### src/rtl/icache_pkg.sv
// Shared types and sizing helpers for the instruction-cache line-fill engine.
package icache_pkg;

    localparam int ICACHE_WORD_BITS = 32;

    typedef enum logic [1:0] {
        IDLE,
        FETCH,
        DONE
    } refill_state_t;

    function automatic int words_per_line(input int offset_bits);
        return 2 ** (offset_bits - 2);
    endfunction

endpackage

### src/rtl/instruction_cache_refill_if.sv
// Word-read request/acknowledge bus between the refill engine and instruction memory.
interface instruction_cache_refill_if;

    logic        mem_req;
    logic [31:0] mem_addr;
    logic        mem_ack;
    logic [31:0] mem_rdata;

    modport master (output mem_req, output mem_addr, input mem_ack, input mem_rdata);
    modport slave  (input mem_req, input mem_addr, output mem_ack, output mem_rdata);

endinterface

### src/rtl/refill_lane_assembler.sv
// Lane-wide register written one 32-bit slot at a time; cleared synchronously on reset.
module refill_lane_assembler #(
    parameter int WORDS  = 16,
    parameter int WORD_W = 32,
    parameter int SLOT_W = 4
) (
    input  logic                    clock,
    input  logic                    reset,
    input  logic                    we,
    input  logic [SLOT_W-1:0]       slot,
    input  logic [WORD_W-1:0]       wdata,
    output logic [WORDS*WORD_W-1:0] lane
);

    logic [WORDS-1:0][WORD_W-1:0] slots_q;

    always_ff @(posedge clock) begin
        if (reset) begin
            slots_q <= '0;
        end else if (we) begin
            slots_q[slot] <= wdata;
        end
    end

    assign lane = slots_q;

endmodule

### src/rtl/instruction_cache_refill.sv
// Line-fill engine: fetches a whole cache line word by word and hands it back as one lane.
// Build option ICACHE_REFILL_WRAP_EN: fetch starts at crit_word and wraps (critical-word-first).
module instruction_cache_refill
    import icache_pkg::*;
#(
    parameter  int bits_for_offset  = 6,
    localparam int single_lane_size = 8 * (2 ** bits_for_offset)
) (
    input  logic                          clock,
    input  logic                          reset,
    input  logic                          start_transfer,
    input  logic [31-bits_for_offset:0]   line_address,
    input  logic [bits_for_offset-3:0]    crit_word,
    output logic                          data_ready,
    output logic [single_lane_size-1:0]   lane_from_memory,
    instruction_cache_refill_if.master    mem
);

    localparam int WPL = words_per_line(bits_for_offset);
    localparam int WB  = bits_for_offset - 2;
    localparam int CB  = WB + 1;
    localparam int LB  = 32 - bits_for_offset;

    refill_state_t  state, state_d;
    logic [LB-1:0]  line_q, line_d;
    logic [WB-1:0]  start_q, start_d;
    logic [WB-1:0]  word_q, word_d;
    logic [CB-1:0]  count_q, count_d;
    logic           req_q, req_d;
    logic           ready_q, ready_d;
    logic [31:0]    addr_q, addr_d;
    logic [WB-1:0]  start_sel;
    logic           beat;

`ifdef ICACHE_REFILL_WRAP_EN
    assign start_sel = crit_word;
`else
    logic unused_crit;
    assign unused_crit = ^crit_word;
    assign start_sel   = '0;
`endif

    // An ack only counts while a request is outstanding, i.e. in FETCH.
    assign beat = (state == FETCH) && mem.mem_ack;

    always_ff @(posedge clock) begin
        if (reset) begin
            state   <= IDLE;
            line_q  <= '0;
            start_q <= '0;
            word_q  <= '0;
            count_q <= '0;
            req_q   <= 1'b0;
            ready_q <= 1'b0;
            addr_q  <= '0;
        end else begin
            state   <= state_d;
            line_q  <= line_d;
            start_q <= start_d;
            word_q  <= word_d;
            count_q <= count_d;
            req_q   <= req_d;
            ready_q <= ready_d;
            addr_q  <= addr_d;
        end
    end

    always_comb begin
        state_d = state;
        line_d  = line_q;
        start_d = start_q;
        word_d  = word_q;
        count_d = count_q;
        req_d   = req_q;
        ready_d = 1'b0;
        addr_d  = addr_q;
        case (state)
            IDLE: begin
                if (start_transfer) begin
                    state_d = FETCH;
                    line_d  = line_address;
                    start_d = start_sel;
                    word_d  = start_sel;
                    count_d = '0;
                    req_d   = 1'b1;
                    addr_d  = {line_address, start_sel, 2'b00};
                end
            end
            FETCH: begin
                if (mem.mem_ack) begin
                    count_d = count_q + 1'b1;
                    word_d  = start_q + count_d[WB-1:0];
                    addr_d  = {line_q, word_d, 2'b00};
                    if (count_q == CB'(WPL - 1)) begin
                        state_d = DONE;
                        req_d   = 1'b0;
                        ready_d = 1'b1;
                    end
                end
            end
            DONE:    state_d = IDLE;
            default: state_d = IDLE;
        endcase
    end

    refill_lane_assembler #(
        .WORDS (WPL),
        .WORD_W(ICACHE_WORD_BITS),
        .SLOT_W(WB)
    ) u_lane (
        .clock(clock),
        .reset(reset),
        .we   (beat),
        .slot (word_q),
        .wdata(mem.mem_rdata),
        .lane (lane_from_memory)
    );

    assign mem.mem_req  = req_q;
    assign mem.mem_addr = addr_q;
    assign data_ready   = ready_q;

endmodule

### src/flat_wrapper.sv
// flat-port wrapper written by rule: the top's interface ports become plain ports
module instruction_cache_refill_flat import icache_pkg::*;
#(
    parameter  int bits_for_offset  = 6,
    localparam int single_lane_size = 8 * (2 ** bits_for_offset)
)
  (clock, reset, start_transfer, line_address, crit_word, data_ready, lane_from_memory, mem_mem_req, mem_mem_addr, mem_mem_ack, mem_mem_rdata);
  instruction_cache_refill_if mem_i ();
  input  logic clock;
  input  logic reset;
  input  logic start_transfer;
  input  logic [31-bits_for_offset:0] line_address;
  input  logic [bits_for_offset-3:0] crit_word;
  output logic data_ready;
  output logic [single_lane_size-1:0] lane_from_memory;
  output wire logic [$bits(mem_i.mem_req)-1:0] mem_mem_req;
  output wire logic [$bits(mem_i.mem_addr)-1:0] mem_mem_addr;
  input wire logic [$bits(mem_i.mem_ack)-1:0] mem_mem_ack;
  input wire logic [$bits(mem_i.mem_rdata)-1:0] mem_mem_rdata;
  assign mem_mem_req = mem_i.mem_req;
  assign mem_mem_addr = mem_i.mem_addr;
  assign mem_i.mem_ack = mem_mem_ack;
  assign mem_i.mem_rdata = mem_mem_rdata;
  instruction_cache_refill #(.bits_for_offset(bits_for_offset)) u_core (.clock(clock), .reset(reset), .start_transfer(start_transfer), .line_address(line_address), .crit_word(crit_word), .data_ready(data_ready), .lane_from_memory(lane_from_memory), .mem(mem_i));
endmodule
### config.mk
export PLATFORM = sky130hd
export DESIGN_NAME = instruction_cache_refill_flat
export DESIGN_NICKNAME = d
export VERILOG_FILES = /design/src/rtl/icache_pkg.sv /design/src/rtl/instruction_cache_refill_if.sv /design/src/rtl/refill_lane_assembler.sv /design/src/rtl/instruction_cache_refill.sv /design/src/flat_wrapper.sv
export SDC_FILE = /design/constraint.sdc
export NUM_CORES = 1
export LEC_CHECK = 0
export CAP_MARGIN = 30
export CORE_AREA = 2 2 237 239
export DETAILED_ROUTE_END_ITERATION = 6
export DIE_AREA = 0 0 239 241
export GPL_TIMING_DRIVEN = 0
export HOLD_SLACK_MARGIN = 0.1
export PLACE_DENSITY = 0.69
export SETUP_SLACK_MARGIN = 0.05
export SYNTH_ARGS = -nofsm -noshare
export SYNTH_HDL_FRONTEND = slang
export SYNTH_HIERARCHICAL = 1
export SYNTH_SLANG_ARGS = --single-unit
### constraint.sdc
create_clock -name clock -period 3.2 [get_ports clock]
set_input_delay 0.64 -clock clock [delete_from_list [all_inputs] [get_ports clock]]
set_output_delay 0.64 -clock clock [all_outputs]
set_load 0.01 [all_outputs]
==> results.json <==
{
  "outcome": "finished clean",
  "period_minus_slack_ps": 2820,
  "drc_errors": 0,
  "hpwl_um": 61200,
  "io_pins": 612,
  "htreeDepth": 2,
  "clk_latency_ps": 610,
  "clock-root-buffer": "clkbuf_16",
  "syn_avg_cell_area_um2": 10.9,
  "p_leak_nw": 14.2,
  "relSlewSlack_pct": 40.7,
  "fp-row-count": 86,
  "grt_usage_pct": 27.0,
  "nets": 2787,
  "synthFlopType": "dfxtp_1",
  "cts_hold_buf": 0,
  "synth_area_um2": 22400,
  "finalMaxSlewViolations": 0,
  "drive_above_1_share_pct": 8.69,
  "mostFrequentLayoutCell": "clkdlybuf4s50_1",
  "fillCellCount": 4787,
  "ys_ff_latch": 573,
  "tns_ps": 0,
  "hold_viol": 0,
  "arrival_ps": 3290,
  "yosys_warnings": 6,
  "synth_cell_types": 40,
  "die_y_um": 241,
  "cts_tree": "done",
  "synth-edff-count": 0,
  "holdWs_ps": 413,
  "yosysSeqAreaShare_pct": 51.2,
  "port_buffers": 604,
  "ant_nets": 0,
  "crit_fanout": 10,
  "hp-class": "input pin to flip-flop",
  "rsz0062_at_grt": "false",
  "cts_setup_buffers": 0,
  "core_um2": 54900,
  "max-vdd-ir-drop_uv": 448,
  "synth.area.top_cells": "dfxtp_1 51%, mux2i_1 23%, nand2b_1 15%",
  "yosys.area.top_type": "dfxtp_1",
  "diodes": 0,
  "fmax_mhz": 354,
  "grt_max_degree": 16,
  "multiInputGateArea_um2": 9770,
  "fin_crit_sh_pct": 88.2,
  "powerDensity_nw_per_um2": 476,
  "vias_per_cell": 4.94,
  "synth_top_area_share_pct": 51.2,
  "start_util_pct": 40.8,
  "syn_inst": 2054,
  "cts_resized": 0,
  "worstMarginPinSlew_ps": 889,
  "clock-sinks": 573,
  "ctsLongestPathBuffers": 3,
  "endpoint_kind": "flip-flop",
  "place_congestion": 0.868,
  "initialDrtViolationCount": 763,
  "grt_first_pass_wirelength_um": 116000,
  "postRouteWirelength_um": 80400,
  "path_class": "input pin to flip-flop",
  "ff2ff_path_depth": 8,
  "clkSlewWorstSetupHoldPaths_ps": 60,
  "cp_data_required_time_ps": 3660,
  "antenna_found_initial": 0,
  "overflow": 0,
  "dieArea_um2": 57600,
  "hold_depth": 2,
  "synthArstFlopShare_pct": 0,
  "start_kind": "input pin",
  "ff_latch_area_um2": 11500,
  "setup_violations": 0,
  "die_x_um": 239,
  "mostFrequentLayoutCells": "604 x clkdlybuf4s50_1, 573 x dfxtp_1, 544 x nand2b_1",
  "fin_skew_ps": 21.9,
  "cts_buffers": 58,
  "maxCapViolCount": 0,
  "vias": 17123,
  "wl_per_cell_um": 23.2,
  "grt_pass1_vias": 17676,
  "p_total_mw": 14.9,
  "synthToLayoutAreaGrowth_pct": 39.2,
  "dr.pass1.iters": 5
}
## report_power, final
part / internal (mW) / switching (mW)
Combinational: 0.405 / 0.526
Clock: 3.85 / 2.83
Sequential: 7.21 / 0.0430
Total: 11.5 / 3.40
## flip-flops by register name (all words and copies together) (netlist names)
signal,cells
u_core/count_q,2
u_core/data_ready,1
u_core/line_q,26
u_core/mem.mem_addr,26
u_core/mem.mem_req,1
u_core/state,2
u_core/u_lane/lane,512
u_core/word_q,3
## kinds of logic (layout without fill, tap and decap cells)
group / count (synthesis) / in the layout / synth area share (%)
compound gates: 92 / 92 / 3.03
mux: 513 / 513 / 22.9
fa+ha+maj: 2 / 2 / 0.112
flops: 573 / 573 / 51.2
other cells: 1 / 2 / 0.0167
xor+xnor: 1 / 1 / 0.0391
buf+inv: 235 / 941 / 5.23
simple gates: 637 / 637 / 17.5
## cell type report
| cell class | instances | area share, % |
|---|---|---|
| Clock buffer | 84 | 5.35 |
| Timing Repair Buffer | 604 | 19.4 |
| Inverter | 28 | 0.337 |
| Multi-Input combinational cell | 1247 | 31.3 |
| Clock inverter | 18 | 0.621 |
| Sequential cell | 573 | 36.8 |
| Buffer | 207 | 3.42 |
| Tap cell | 704 | 2.82 |
## final timing paths
kind	slack, ps	start	end
max	380	mem_mem_ack	u_core/u_lane/lane[112]
max reg2reg	400	u_core/state[0]	u_core/u_lane/lane[112]
min reg2reg	450	u_core/line_q[24]	u_core/line_q[24]
min	410	reset	u_core/data_ready
## critical path, cell delays in order
cell and delay [ps]:
clkdlybuf4s50_1 620, nand3b_2 310, buf_2 330, inv_1 170, nor3b_4 370, nand3_2 320, buf_2 360, mux2i_1 160
## cell usage after synthesis, drive strengths merged, types with 3 or more instances
cell type,instances
a211oi,27
a21oi,30
buf,111
clkbuf,96
dfxtp,573
inv,28
mux2i,513
nand2,66
nand2b,544
nand3,5
nor2b,3
o21ai,4
o22ai,26
## through the flow
step           cells  util (%)  area [µm²]  worst slack, ps
6_report        3465      56.9       31200              378
5_1_grt         3465      56.9       31200              291
4_1_cts         3465      56.9       31200              435
3_5_place_dp    3363      53.5       29300             -214
3_3_place_gp    3363      53.5       29300             -121
2_1_floorplan   2055         -       22400             1150
## per-layer routing
| metal | track usage (%) | wire, µm | up-vias |
|---|---|---|---|
| met2 | 48.5 | 40200 | 532 |
| met3 | 7.95 | 5810 | 108 |
| met1 | 31.1 | 32300 | 8399 |
| met5 | 0 | 0 | - |
| met4 | 7.77 | 2050 | 0 |
| li1 | - | - | 8084 |
Note: power is estimated with default switching activity, not from simulation.
